$ cat src/rtl/acia_stream_buffer_if.sv
// Stream-side bundle between the MUACM USB-CDC core, the buffer and cpu_system.
// slave is the buffer's view; master is the surrounding system's view.
interface acia_stream_buffer_if #(
    parameter int RX_AW = 4,
    parameter int TX_AW = 4
);
    logic [7:0]     usb_rx_data;
    logic           usb_rx_val;
    logic           usb_rx_rdy;
    logic [7:0]     cpu_rx_data;
    logic           cpu_rx_val;
    logic           cpu_rx_rdy;
    logic [7:0]     cpu_tx_data;
    logic           cpu_tx_val;
    logic           cpu_tx_rdy;
    logic [7:0]     usb_tx_data;
    logic           usb_tx_val;
    logic           usb_tx_rdy;
    logic           flush;
    logic [RX_AW:0] rx_level;
    logic [TX_AW:0] tx_level;
    logic           rx_ovf;

    modport slave (
        input  usb_rx_data, usb_rx_val, cpu_rx_rdy,
        input  cpu_tx_data, cpu_tx_val, usb_tx_rdy, flush,
        output usb_rx_rdy, cpu_rx_data, cpu_rx_val,
        output cpu_tx_rdy, usb_tx_data, usb_tx_val,
        output rx_level, tx_level, rx_ovf
    );

    modport master (
        output usb_rx_data, usb_rx_val, cpu_rx_rdy,
        output cpu_tx_data, cpu_tx_val, usb_tx_rdy, flush,
        input  usb_rx_rdy, cpu_rx_data, cpu_rx_val,
        input  cpu_tx_rdy, usb_tx_data, usb_tx_val,
        input  rx_level, tx_level, rx_ovf
    );
endinterface

$ cat src/rtl/acia_stream_buffer.sv
// RX (USB->CPU) and TX (CPU->USB) byte FIFOs between MUACM and the 6502 ACIA.
// TX holds bytes back until a fill threshold or an idle timeout, then drains as a burst.
module acia_stream_buffer #(
    parameter int RX_AW    = 4,
    parameter int TX_AW    = 4,
    parameter int TX_BURST = 8,
    parameter int TX_IDLE  = 255
) (
    input logic                 clk,
    input logic                 rst,
    acia_stream_buffer_if.slave bus
);
    localparam int RX_DEPTH = 1 << RX_AW;
    localparam int TX_DEPTH = 1 << TX_AW;
    localparam logic [RX_AW:0] RX_FULL   = {1'b1, {RX_AW{1'b0}}};
    localparam logic [TX_AW:0] TX_FULL   = {1'b1, {TX_AW{1'b0}}};
    localparam logic [RX_AW:0] RX_ZERO   = {(RX_AW+1){1'b0}};
    localparam logic [TX_AW:0] TX_ZERO   = {(TX_AW+1){1'b0}};
    localparam logic [TX_AW:0] TX_BURST_L = TX_BURST[TX_AW:0];
    localparam logic [15:0]    TX_IDLE_L  = TX_IDLE[15:0];

    typedef enum logic [0:0] {
        ST_IDLE  = 1'b0,
        ST_DRAIN = 1'b1
    } tx_state_t;

    logic [7:0]       rx_mem_r [RX_DEPTH];
    logic [RX_AW-1:0] rx_wr_ptr_r, rx_rd_ptr_r, rx_rd_sel_s;
    logic [RX_AW:0]   rx_level_r, rx_old_s, rx_level_nxt_s;
    logic             rx_push_s, rx_pop_s;
    logic [7:0]       rx_data_r;
    logic             rx_val_r, rx_rdy_r, rx_ovf_r;

    logic [7:0]       tx_mem_r [TX_DEPTH];
    logic [TX_AW-1:0] tx_wr_ptr_r, tx_rd_ptr_r, tx_rd_sel_s;
    logic [TX_AW:0]   tx_level_r, tx_old_s, tx_level_nxt_s;
    logic             tx_push_s, tx_pop_s;
    logic [7:0]       tx_data_r, tx_head_s;
    logic             tx_val_r, tx_rdy_r;
    logic [15:0]      tx_idle_cnt_r;
    tx_state_t        tx_state_r, tx_state_nxt_s;

    // RX handshake decode; tx_old_s/rx_old_s count entries that survive this edge's pop
    always_comb begin
        rx_push_s      = bus.usb_rx_val && (rx_level_r != RX_FULL) && !bus.flush;
        rx_pop_s       = bus.cpu_rx_rdy && rx_val_r && !bus.flush;
        rx_old_s       = rx_level_r - (RX_AW+1)'(rx_pop_s);
        rx_level_nxt_s = rx_old_s + (RX_AW+1)'(rx_push_s);
        rx_rd_sel_s    = rx_rd_ptr_r + RX_AW'(rx_pop_s);
    end

    // RX storage and registered head read (no reset so it maps onto RAM)
    always_ff @(posedge clk) begin
        if (rx_push_s) begin
            rx_mem_r[rx_wr_ptr_r] <= bus.usb_rx_data;
        end
        rx_data_r <= rx_mem_r[rx_rd_sel_s];
    end

    // RX pointers, level, flags
    always_ff @(posedge clk or posedge rst) begin
        if (rst) begin
            rx_wr_ptr_r <= {RX_AW{1'b0}};
            rx_rd_ptr_r <= {RX_AW{1'b0}};
            rx_level_r  <= RX_ZERO;
            rx_val_r    <= 1'b0;
            rx_rdy_r    <= 1'b1;
            rx_ovf_r    <= 1'b0;
        end else if (bus.flush) begin
            rx_wr_ptr_r <= {RX_AW{1'b0}};
            rx_rd_ptr_r <= {RX_AW{1'b0}};
            rx_level_r  <= RX_ZERO;
            rx_val_r    <= 1'b0;
            rx_rdy_r    <= 1'b1;
            rx_ovf_r    <= 1'b0;
        end else begin
            rx_wr_ptr_r <= rx_wr_ptr_r + RX_AW'(rx_push_s);
            rx_rd_ptr_r <= rx_rd_sel_s;
            rx_level_r  <= rx_level_nxt_s;
            // a byte written on this edge is only readable from RAM one edge later
            rx_val_r    <= (rx_old_s != RX_ZERO);
            rx_rdy_r    <= (rx_level_nxt_s != RX_FULL);
            rx_ovf_r    <= rx_ovf_r || (bus.usb_rx_val && (rx_level_r == RX_FULL));
        end
    end

    // TX handshake decode; an empty FIFO forwards the incoming byte so val never gaps in DRAIN
    always_comb begin
        tx_push_s      = bus.cpu_tx_val && (tx_level_r != TX_FULL) && !bus.flush;
        tx_pop_s       = bus.usb_tx_rdy && tx_val_r && !bus.flush;
        tx_old_s       = tx_level_r - (TX_AW+1)'(tx_pop_s);
        tx_level_nxt_s = tx_old_s + (TX_AW+1)'(tx_push_s);
        tx_rd_sel_s    = tx_rd_ptr_r + TX_AW'(tx_pop_s);
        tx_head_s      = (tx_old_s == TX_ZERO) ? bus.cpu_tx_data : tx_mem_r[tx_rd_sel_s];
    end

    // TX drain FSM next state
    always_comb begin
        tx_state_nxt_s = tx_state_r;
        case (tx_state_r)
            ST_IDLE: begin
                if ((tx_level_r >= TX_BURST_L) || (tx_idle_cnt_r == TX_IDLE_L)) begin
                    tx_state_nxt_s = ST_DRAIN;
                end else begin
                    tx_state_nxt_s = ST_IDLE;
                end
            end
            ST_DRAIN: begin
                if (tx_level_nxt_s == TX_ZERO) begin
                    tx_state_nxt_s = ST_IDLE;
                end else begin
                    tx_state_nxt_s = ST_DRAIN;
                end
            end
            default: tx_state_nxt_s = ST_IDLE;
        endcase
    end

    // TX storage and registered head
    always_ff @(posedge clk) begin
        if (tx_push_s) begin
            tx_mem_r[tx_wr_ptr_r] <= bus.cpu_tx_data;
        end
        tx_data_r <= tx_head_s;
    end

    // TX pointers, level, FSM state, idle counter, output flags
    always_ff @(posedge clk or posedge rst) begin
        if (rst) begin
            tx_wr_ptr_r   <= {TX_AW{1'b0}};
            tx_rd_ptr_r   <= {TX_AW{1'b0}};
            tx_level_r    <= TX_ZERO;
            tx_val_r      <= 1'b0;
            tx_rdy_r      <= 1'b1;
            tx_idle_cnt_r <= 16'd0;
            tx_state_r    <= ST_IDLE;
        end else if (bus.flush) begin
            tx_wr_ptr_r   <= {TX_AW{1'b0}};
            tx_rd_ptr_r   <= {TX_AW{1'b0}};
            tx_level_r    <= TX_ZERO;
            tx_val_r      <= 1'b0;
            tx_rdy_r      <= 1'b1;
            tx_idle_cnt_r <= 16'd0;
            tx_state_r    <= ST_IDLE;
        end else begin
            tx_wr_ptr_r <= tx_wr_ptr_r + TX_AW'(tx_push_s);
            tx_rd_ptr_r <= tx_rd_sel_s;
            tx_level_r  <= tx_level_nxt_s;
            tx_val_r    <= (tx_state_nxt_s == ST_DRAIN) && (tx_level_nxt_s != TX_ZERO);
            tx_rdy_r    <= (tx_level_nxt_s != TX_FULL);
            tx_state_r  <= tx_state_nxt_s;
            if ((tx_state_r == ST_IDLE) && !tx_push_s && (tx_level_r != TX_ZERO)) begin
                tx_idle_cnt_r <= (tx_idle_cnt_r == TX_IDLE_L) ? tx_idle_cnt_r : tx_idle_cnt_r + 16'd1;
            end else begin
                tx_idle_cnt_r <= 16'd0;
            end
        end
    end

    assign bus.usb_rx_rdy  = rx_rdy_r;
    assign bus.cpu_rx_data = rx_data_r;
    assign bus.cpu_rx_val  = rx_val_r;
    assign bus.cpu_tx_rdy  = tx_rdy_r;
    assign bus.usb_tx_data = tx_data_r;
    assign bus.usb_tx_val  = tx_val_r;
    assign bus.rx_level    = rx_level_r;
    assign bus.tx_level    = tx_level_r;
    assign bus.rx_ovf      = rx_ovf_r;
endmodule
$ cat src/flat_wrapper.sv
// flat-port wrapper written by rule: the top's interface ports become plain ports
module acia_stream_buffer_flat 
#(
    parameter int RX_AW    = 4,
    parameter int TX_AW    = 4,
    parameter int TX_BURST = 8,
    parameter int TX_IDLE  = 255
)
  (clk, rst, bus_usb_rx_data, bus_usb_rx_val, bus_cpu_rx_rdy, bus_cpu_tx_data, bus_cpu_tx_val, bus_usb_tx_rdy, bus_flush, bus_usb_rx_rdy, bus_cpu_rx_data, bus_cpu_rx_val, bus_cpu_tx_rdy, bus_usb_tx_data, bus_usb_tx_val, bus_rx_level, bus_tx_level, bus_rx_ovf);
  acia_stream_buffer_if #(.RX_AW(RX_AW), .TX_AW(TX_AW)) bus_i ();
  input logic clk;
  input logic rst;
  input wire logic [$bits(bus_i.usb_rx_data)-1:0] bus_usb_rx_data;
  input wire logic [$bits(bus_i.usb_rx_val)-1:0] bus_usb_rx_val;
  input wire logic [$bits(bus_i.cpu_rx_rdy)-1:0] bus_cpu_rx_rdy;
  input wire logic [$bits(bus_i.cpu_tx_data)-1:0] bus_cpu_tx_data;
  input wire logic [$bits(bus_i.cpu_tx_val)-1:0] bus_cpu_tx_val;
  input wire logic [$bits(bus_i.usb_tx_rdy)-1:0] bus_usb_tx_rdy;
  input wire logic [$bits(bus_i.flush)-1:0] bus_flush;
  output wire logic [$bits(bus_i.usb_rx_rdy)-1:0] bus_usb_rx_rdy;
  output wire logic [$bits(bus_i.cpu_rx_data)-1:0] bus_cpu_rx_data;
  output wire logic [$bits(bus_i.cpu_rx_val)-1:0] bus_cpu_rx_val;
  output wire logic [$bits(bus_i.cpu_tx_rdy)-1:0] bus_cpu_tx_rdy;
  output wire logic [$bits(bus_i.usb_tx_data)-1:0] bus_usb_tx_data;
  output wire logic [$bits(bus_i.usb_tx_val)-1:0] bus_usb_tx_val;
  output wire logic [$bits(bus_i.rx_level)-1:0] bus_rx_level;
  output wire logic [$bits(bus_i.tx_level)-1:0] bus_tx_level;
  output wire logic [$bits(bus_i.rx_ovf)-1:0] bus_rx_ovf;
  assign bus_i.usb_rx_data = bus_usb_rx_data;
  assign bus_i.usb_rx_val = bus_usb_rx_val;
  assign bus_i.cpu_rx_rdy = bus_cpu_rx_rdy;
  assign bus_i.cpu_tx_data = bus_cpu_tx_data;
  assign bus_i.cpu_tx_val = bus_cpu_tx_val;
  assign bus_i.usb_tx_rdy = bus_usb_tx_rdy;
  assign bus_i.flush = bus_flush;
  assign bus_usb_rx_rdy = bus_i.usb_rx_rdy;
  assign bus_cpu_rx_data = bus_i.cpu_rx_data;
  assign bus_cpu_rx_val = bus_i.cpu_rx_val;
  assign bus_cpu_tx_rdy = bus_i.cpu_tx_rdy;
  assign bus_usb_tx_data = bus_i.usb_tx_data;
  assign bus_usb_tx_val = bus_i.usb_tx_val;
  assign bus_rx_level = bus_i.rx_level;
  assign bus_tx_level = bus_i.tx_level;
  assign bus_rx_ovf = bus_i.rx_ovf;
  acia_stream_buffer #(.RX_AW(RX_AW), .TX_AW(TX_AW), .TX_BURST(TX_BURST), .TX_IDLE(TX_IDLE)) u_core (.clk(clk), .rst(rst), .bus(bus_i));
endmodule
$ cat config.mk
export PLATFORM = sky130hd
export DESIGN_NAME = acia_stream_buffer_flat
export DESIGN_NICKNAME = d
export VERILOG_FILES = /design/src/rtl/acia_stream_buffer_if.sv /design/src/rtl/acia_stream_buffer.sv /design/src/flat_wrapper.sv
export SDC_FILE = /design/constraint.sdc
export NUM_CORES = 1
export LEC_CHECK = 0
export CORE_ASPECT_RATIO = 1.25
export CORE_MARGIN = 10
export CORE_UTILIZATION = 50
export CTS_BUF_LIST = sky130_fd_sc_hd__clkbuf_16
export CTS_CLUSTER_SIZE = 14
export DETAILED_ROUTE_END_ITERATION = 8
export PLACE_DENSITY = 0.7
export SLEW_MARGIN = 20
export SYNTH_ARGS = -nofsm -noshare
export SYNTH_HDL_FRONTEND = slang
export SYNTH_SLANG_ARGS = --single-unit
export TNS_END_PERCENT = 5
$ cat constraint.sdc
create_clock -name clk -period 8.4 [get_ports clk]
set_input_delay 1.68 -clock clk [delete_from_list [all_inputs] [get_ports clk]]
set_output_delay 1.68 -clock clk [all_outputs]
set_load 0.005 [all_outputs]
==> impl_results.md, run 1 <==
* Post-CTS Setup Bufs at 0
* Synth Flop Type: edfxtp_1
* CP arrival at 4780 ps
* Wirelength per Cell at 22.2 µm
* Count of pins over their slew limit at 0
* CTS Buf Count at 30
* Synth Instances at 697
* Ys async rst share at 15.0%
* F_max at 230 MHz
* Post-Syn Area at 12,800 µm²
* First-pass GRT wire length at 39.4 mm
* Worst Setup Start Kind: input pin
* Die X at 163 µm
* Fin cells at 1,122
* Relative slew slack at 24.3%
* Synthesis-to-layout area growth at 14.9%
* Setup Skew at 21.0 ps
* Area contributors post-synth: edfxtp_1 60%, mux4_2 12%, dfrtp_1 9.0%
* Post-synth top area share at 60.1%
* Worst Hold Class: reg2reg
* Crit path kind: in2reg
* Routed wire length at 25.0 mm
* Nets at 803
* P per Cell Area at 223 nW/µm²
* Ant. Diodes at 0
* Io pins at 54
* Pleak at 0.00494 µW
* Synth unique cells at 45
* Placed insts at 1,066
* Share of the clock period used by the worst path at 51.8%
* Register area share after synthesis at 72.0%
* H-tree Lvls at 1
* Gr busiest metal: met2
* Vias/cell at 5.66
* Synth cell count leaders: 256 x edfxtp_1, 69 x mux4_2, 53 x nor2_1, 46 x dfrtp_1, 24 x nor2b_1
* Vias at 6,346
* Starting Density at 50.7%
* Worst IR drop on VDD at 0.181 mV
* Share of cells above drive strength 1 at 18.9%
* FILL cells at 1,890
* DRT Pass-1 Iters at 4
* Die area at 32,400 µm²
* GP Congestion at 0.788
* Initial antenna violation count at 0
* RSZ-0062 raised after global routing: false
* R2r setup slk at 5410 ps
* CTS sink cnt at 320
* Area post-placement at 13,700 µm²
* Critical path's top delay family: multiplexers
* CTS Buffer Depth at 3
* Final TNS setup at 0 ps
* CP endpoint kind: flip-flop
* Top-count cell post-synth: edfxtp_1
* Hold_buf cts at 0
* Die height at 199 µm
* TritonCTS clock tree: done
* Overall Power at 3280 µW
* Drt initial violations at 421
* EDFF count, synth at 256
* Final setup viols at 0
* M2 GR Usage at 29.5%
* Final Hold Vio Count at 0
* Port Buffers at 53
* Core area at 25,200 µm²
* Crit Path Max Fanout at 34
* GRT met3 Usage at 2.23%
* Grt ovf at 0
* M1 GR Usage at 18.1%
* Antenna Nets Post-Route at 0
* Status: finished clean
* GRT Util Overall at 15.6%
* Drt drc at 0
* DP Wirelength at 16.1 mm
* Cell Chain, Critical Path: clkdlybuf4s50_1, buf_4, nor2_1, ha_4, mux4_2, mux4_1, mux2_2
* FP Rows at 65
* Post-CTS resize count at 0
* Syn Nets at 737
* Yosys reg bits at 320
* Maxcap violations at 0
* Worst Path Buf+Inv at 2
* Tmin final at 4350 ps
* Leading area contributor after synthesis: edfxtp_1
* Worst-margin pin slew at 1130 ps
* Avg Synthesized Cell Area at 18.4 µm²
* Clock Latency Late Sink at 550 ps
* Yosys synthesis warning count at 0
* Largest net degree at the start of global routing at 49
* Clk root buf: clkbuf_16
* Slowest CP cell: ha_4
* Worst EP required at 8820 ps
* Vias in the first global route at 6,923
* Finished layout cell area at 14,700 µm²
* Worst-path clk slew at 60 ps
* Critical Path Max Stage Delay at 710 ps
flip-flops by register name, summed over array words and instances, names as in the netlist:
name	cells
u_core.bus.cpu_rx_data	8
u_core.bus.cpu_rx_val	1
u_core.bus.cpu_tx_rdy	1
u_core.bus.rx_level	5
u_core.bus.rx_ovf	1
u_core.bus.tx_level	5
u_core.bus.usb_rx_rdy	1
u_core.bus.usb_tx_data	8
u_core.bus.usb_tx_val	1
u_core.rx_mem_r	128
u_core.rx_rd_ptr_r	4
u_core.rx_wr_ptr_r	4
u_core.tx_idle_cnt_r	16
u_core.tx_mem_r	128
u_core.tx_rd_ptr_r	4
u_core.tx_state_r	1
u_core.tx_wr_ptr_r	4
power breakdown:
part	switching [µW]	total, µW	internal (µW)
sequential	18.7	1760	1740
combinational	112	237	124
clock	555	1280	726
logic make-up after synthesis:
family	after synthesis	synth area share, %
adder cells (fa/ha/maj)	17	1.66
AO/OA/AOI/OAI	31	1.56
multiplexers	89	14.2
AND/OR/NAND/NOR	168	6.99
buffers and inverters	40	1.42
XOR/XNOR	32	2.19
flip-flops	320	72.0
worst paths after layout:
path,startpoint,endpoint,depth (start not counted)
setup reg to reg,u_core.bus.rx_level[2],u_core.rx_mem_r[4][0],5
hold / removal,u_core.bus.rx_ovf,u_core.bus.rx_ovf,2
min in group asynchronous,rst,u_core.tx_idle_cnt_r[12],2
max in group asynchronous,rst,u_core.tx_rd_ptr_r[2],2
setup / recovery,bus_flush,u_core.bus.usb_tx_data[2],7
hold reg to reg,u_core.bus.rx_ovf,u_core.bus.rx_ovf,2
stage by stage:
stage | hold WS [ps] | util [%] | setup WS, ps
3_5_place_dp | 493 | 54.5 | 3090
6_report | 498 | 58.3 | 4050
3_3_place_gp | 491 | 54.5 | 3170
4_1_cts | 507 | 58.2 | 3640
2_1_floorplan | 486 | - | 3860
5_1_grt | 573 | 58.3 | 3900
worst reg2reg max path, delay by kind of cell (launching register included):
family,cells,cell delay [ps]
flip-flops,1,430
AND/OR/NAND/NOR,5,2170
cell type report:
class / count / area [µm²] / share of cell area (%)
clock buffers: 31 / 776 / 5.28
clock inverters: 25 / 164 / 1.12
inverters: 9 / 35.0 / 0.238
multi-input cells: 337 / 3470 / 23.6
flip-flops and latches: 320 / 9210 / 62.7
well taps: 335 / 419 / 2.85
repair buffers: 65 / 621 / 4.22
routing by layer:
layer	routed length, µm	up-vias
met3	1060	41
met5	0	-
met2	13800	129
met1	9650	3309
li1	-	2867
met4	467	0
layout by cell type, fill, tap and decap left out, types with 11 or more instances in the layout:
cell type,netlist,layout
clkbuf_16,0,31
nand3_1,17,17
inv_1,9,16
xor2_1,20,18
nor2_1,53,51
ha_1,17,15
nor2b_1,24,23
dfxtp_1,16,16
nand2_1,11,11
clkdlybuf4s50_1,0,53
buf_4,3,12
edfxtp_1,256,256
xnor2_1,12,12
a21oi_1,13,13
mux4_2,69,69
nor3_1,15,12
dfrtp_1,46,46
No activity file was read; power rests on OpenSTA's default activity.
==> inputs of run 2 (changes only) <==
==> constraint.sdc (replaced) <==
create_clock -name clk -period 4.35 [get_ports clk]
set_input_delay 0.87 -clock clk [delete_from_list [all_inputs] [get_ports clk]]
set_output_delay 0.87 -clock clk [all_outputs]
set_load 0.005 [all_outputs]
==> impl_results.md, run 2 (same netlist as run 1, synthesis figures left out) <==
* Routed wire length at 25.1 mm
* Fin util at 58.8%
* DP Wirelength at 16.5 mm
* Crit path kind: in2reg
* Min-delay src: u_core.bus.rx_ovf
* Share of the clock period used by the worst path at 77.4%
* FP Rows at 65
* FILL cells at 1,852
* Setup Skew at 13.0 ps
* Worst-path clk slew at 60 ps
* Slowest CP cell: clkdlybuf4s50_1
* Die area at 32,400 µm²
* Maxcap violations at 0
* Biggest regs: u_core.rx_mem_r: 128 flops, u_core.tx_mem_r: 128 flops, u_core.tx_idle_cnt_r: 16 flops
* Grt ovf at 0
* Vias at 6,464
* Sw frac at 20.7%
* DRT Pass-1 Iters at 5
* GRT Util Overall at 15.8%
* Internal power at 5080 µW
* Post-CTS resize count at 0
* First-pass GRT wire length at 40.0 mm
* Wirelength per Cell at 22.0 µm
* CTS Buf Count at 30
* Crit path launch: bus_flush
* Core area at 25,200 µm²
* Clock Latency Late Sink at 550 ps
* Antenna Nets Post-Route at 0
* Initial antenna violation count at 0
* Die height at 199 µm
* Drt initial violations at 449
* CP endpoint kind: flip-flop
* Io pins at 54
* F_max at 297 MHz
* Finished layout cell area at 14,800 µm²
* RSZ-0062 raised after global routing: false
* Vias in the first global route at 6,910
* CP arrival at 3770 ps
* Combinational share of power at 7.3%
* Critical Path Max Stage Delay at 600 ps
* Ant. Diodes at 0
* Worst-margin pin slew at 964 ps
* Cell Chain, Critical Path: clkdlybuf4s50_1, buf_4, nand2b_1, a21oi_1, ha_1, ha_1, nor2_1, nor4b_1, a311oi_2
* Synthesis-to-layout area growth at 16.0%
* Relative slew slack at 35.5%
* Worst hold slack at 526 ps
* CTS sink cnt at 320
* Area post-placement at 13,900 µm²
* Post-CTS Setup Bufs at 0
* Clk root buf: clkbuf_16
* Commonest non-fill, non-tap cells in the layout: 256 x edfxtp_1, 69 x mux4_2, 53 x nor2_1, 53 x clkdlybuf4s50_1, 46 x dfrtp_1
* Worst Hold Class: reg2reg
* Nets at 821
* CTS Buffer Depth at 3
* H-tree Lvls at 1
* Worst IR drop on VDD at 0.359 mV
* Tmin final at 3370 ps
* Most common cell after layout, fill and taps aside: edfxtp_1
* Worst EP required at 4760 ps
* Crit Path Max Fanout at 23
* Share of cells above drive strength 1 at 19.8%
* Worst R2R Start: u_core.bus.tx_level[2]
* Die X at 163 µm
* Cell mode on critical path: ha_1
* Power share of the clock group at 39.5%
* P per Cell Area at 432 nW/µm²
* Pleak at 0.00504 µW
* TritonCTS clock tree: done
* Final Hold Vio Count at 0
* Final TNS setup at 0 ps
* Port Buffers at 53
* Status: finished clean
* Count of pins over their slew limit at 0
* Starting Density at 50.7%
* Net Sw Power at 1320 µW
* Hold_buf cts at 0
* Largest net degree at the start of global routing at 49
* Final setup viols at 0
* Sequential share of power at 53.2%
* Vias/cell at 5.67
* Drt drc at 0
* Worst Setup Start Kind: input pin
* GP Congestion at 0.791
run 2: path summary, 6_finish.rpt:
kind,depth (start not counted),slack [ps],to
worst min-delay path,2,530,u_core.bus.rx_ovf
worst max-delay path,9,980,u_core.bus.usb_tx_val
min in group asynchronous,2,800,u_core.tx_idle_cnt_r[9]
max in group asynchronous,2,3050,u_core.tx_rd_ptr_r[0]
worst max register to register,7,1620,u_core.bus.usb_tx_val
worst min register to register,2,530,u_core.bus.rx_ovf
run 2: power by group through the flow:
stage | Sequential, µW | Combinational, µW | Clock, µW
after floorplan | 3460 | 268 | 0
after global placement | 3460 | 465 | 0
after detailed placement | 3470 | 478 | 0
after CTS | 3400 | 482 | 2580
after global routing | 3410 | 521 | 2700
final | 3400 | 470 | 2530
run 2: layer usage:
metal / wire, µm / up-vias / GRT usage [%]
li1: - / 2908 / -
met1: 9760 / 3380 / 18.8
met2: 13700 / 141 / 28.7
met3: 1050 / 35 / 2.46
met4: 566 / 0 / 4.62
met5: 0 / - / 0
run 2: cell type report:
class / instances / area [µm²] / share of cell area, %
sequential: 320 / 9210 / 62.1
multi-input combinational: 337 / 3420 / 23.1
timing repair buffer: 83 / 781 / 5.26
clock buffer: 31 / 776 / 5.23
tap: 335 / 419 / 2.83
clock inverter: 25 / 193 / 1.30
inverter: 9 / 35.0 / 0.236
run 2: per-stage QoR:
step | setup WS [ps] | total power, µW | std cells
global placement | 493 | 3930 | 1084
detailed placement | 440 | 3940 | 1084
floorplan | 616 | 3720 | 697
CTS | 999 | 6470 | 1140
global route | 785 | 6630 | 1140
finish | 981 | 6400 | 1140
run 2: critical path: cells and delay by family:
family                   cells  cell delay (ps)
buffers and inverters        2              920
AO/OA/AOI/OAI                2              550
AND/OR/NAND/NOR              3              850
adder cells (fa/ha/maj)      2              570
==> inputs of run 3 (changes only) <==
==> constraint.sdc (replaced) <==
create_clock -name clk -period 3.25 [get_ports clk]
set_input_delay 0.65 -clock clk [delete_from_list [all_inputs] [get_ports clk]]
set_output_delay 0.65 -clock clk [all_outputs]
set_load 0.005 [all_outputs]
==> impl_results.md, run 3 (same netlist as run 1, synthesis figures left out) <==
* CTS Buf Count at 31
* Tmin final at 2790 ps
* H-tree Lvls at 1
* Vias/cell at 5.64
* Routed wire length at 26.5 mm
* Worst EP required at 3710 ps
* Core area at 25,200 µm²
* Worst Hold Class: in2async
* Pleak at 0.00523 µW
* Worst Path Buf+Inv at 3
* Initial antenna violation count at 0
* Share of cells above drive strength 1 at 23.5%
* Maxcap violations at 0
* Area post-placement at 14,200 µm²
* Die area at 32,400 µm²
* Worst-margin pin slew at 653 ps
* Commonest non-fill, non-tap cells in the layout: 256 x edfxtp_1, 69 x mux4_2, 59 x buf_4, 53 x nor2_1, 53 x clkdlybuf4s50_1
* Port Buffers at 53
* Grt ovf at 0
* R2r setup slk at 590 ps
* FILL cells at 1,838
* Nets at 859
* First-pass GRT wire length at 41.0 mm
* Cell Chain, Critical Path: clkdlybuf4s50_1, nor2_1, buf_4, ha_2, buf_4, mux4_2, mux4_1, mux2_2
* Crit path kind: in2reg
* Reg2reg path depth at 8
* Final Hold Vio Count at 0
* Crit Path Max Fanout at 5
* Reg area at 9210 µm²
* Cell mode on critical path: buf_4
* Ant. Diodes at 0
* Critical path's top delay family: multiplexers
* DP Wirelength at 17.6 mm
* Vias in the first global route at 7,143
* Worst-path clk slew at 60 ps
* Post-CTS resize count at 0
* Worst Setup Start Kind: input pin
* Die X at 163 µm
* Slowest CP cell: mux4_1
* FP Rows at 65
* RSZ-0062 raised after global routing: false
* Status: finished clean
* Clk root buf: clkbuf_16
* Most common cell after layout, fill and taps aside: edfxtp_1
* Setup Skew at 16.6 ps
* Worst R2R Start: u_core.bus.usb_tx_val
* Worst IR drop on VDD at 0.475 mV
* F_max at 358 MHz
* CP arrival at 3250 ps
* P per Cell Area at 559 nW/µm²
* Crit path launch: bus_flush
* Largest net degree at the start of global routing at 34
* Fin util at 60.0%
* FF-to-FF End: u_core.bus.usb_tx_data[3]
* Share of the clock period used by the worst path at 86.0%
* DRT Pass-1 Iters at 5
* Post-CTS Setup Bufs at 0
* CTS sink cnt at 320
* Fin cells at 1,179
* TritonCTS clock tree: done
* GP Congestion at 0.847
* Clock Latency Late Sink at 570 ps
* CP endpoint kind: flip-flop
* Hold_buf cts at 0
* Placed insts at 1,121
* GRT Util Overall at 16.4%
* Finished layout cell area at 15,100 µm²
* CTS Buffer Depth at 3
* Vias at 6,649
* Wirelength per Cell at 22.5 µm
* Die height at 199 µm
* Antenna Nets Post-Route at 0
* Final setup viols at 0
* Drt initial violations at 547
* Biggest regs: u_core.rx_mem_r: 128 flops, u_core.tx_mem_r: 128 flops, u_core.tx_idle_cnt_r: 16 flops
* Relative slew slack at 56.3%
* Synthesis-to-layout area growth at 18.3%
* Drt drc at 0
* Count of pins over their slew limit at 0
* Area of the multi-input gates at 3420 µm²
* Starting Density at 50.7%
* Critical Path Max Stage Delay at 510 ps
* Io pins at 54
[run 3: changes by cell type in the layout (fill, tap and decap cells not counted), moves of 3 or more]
| cell | change |
|---|---|
| clkinv_2 | +4 |
| buf_4 | +31 |
| clkinv_1 | +3 |
| bufinv_16 | -3 |
| inv_1 | -3 |
| buf_12 | +6 |
[run 3: through the flow]
step                hold WS, ps  setup slack (ps)  total power [µW]  TNS, ps
floorplan                   486              18.8              4980        0
detailed placement          505              -151              5360     -958
global route                451               350              8770        0
finish                      421               456              8470        0
global placement            484              -111              5340     -729
CTS                         419               438              8550        0
[run 3: layout make-up]
| type | count | area share (%) |
|---|---|---|
| Inverter | 9 | 0.223 |
| Sequential cell | 320 | 60.9 |
| Timing Repair Buffer | 120 | 7.49 |
| Clock buffer | 31 | 5.13 |
| Clock inverter | 27 | 0.934 |
| Multi-Input combinational cell | 337 | 22.6 |
| Tap cell | 335 | 2.77 |
[run 3: worst register-to-register path, cell delays in order, from the launching register on]
cell and delay, ps:
dfrtp_1 380, nand2_1 60, nor2_1 40, buf_4 140, ha_2 440, buf_4 210, mux4_2 500, mux4_1 510
mux2_2 280
[run 3: worst max path at each step]
stage          depth (start not counted)                         to  slack [ps]
6_report                               8  u_core.bus.usb_tx_data[3]         460
5_1_grt                                8  u_core.bus.usb_tx_data[3]         350
4_1_cts                                8  u_core.bus.usb_tx_data[3]         440
3_5_place_dp                           8  u_core.bus.usb_tx_data[3]        -150
3_3_place_gp                           8  u_core.bus.usb_tx_data[3]        -110
2_1_floorplan                         10  u_core.bus.usb_tx_data[2]          20
[run 3: report_power, final]
| group | internal [µW] | switching (µW) | leakage [µW] | total [µW] |
|---|---|---|---|---|
| Clock | 1740 | 1460 | 0.000485 | 3200 |
| Sequential | 4510 | 42.1 | 0.00310 | 4550 |
| Combinational | 394 | 326 | 0.00165 | 720 |
[run 3: per-layer routing]
layer	up-vias	track usage (%)	routed length, µm
met5	-	0	0
met4	0	4.78	597
met3	41	2.83	1520
met2	199	29.6	14200
met1	3425	19.7	10100
li1	2984	-	-
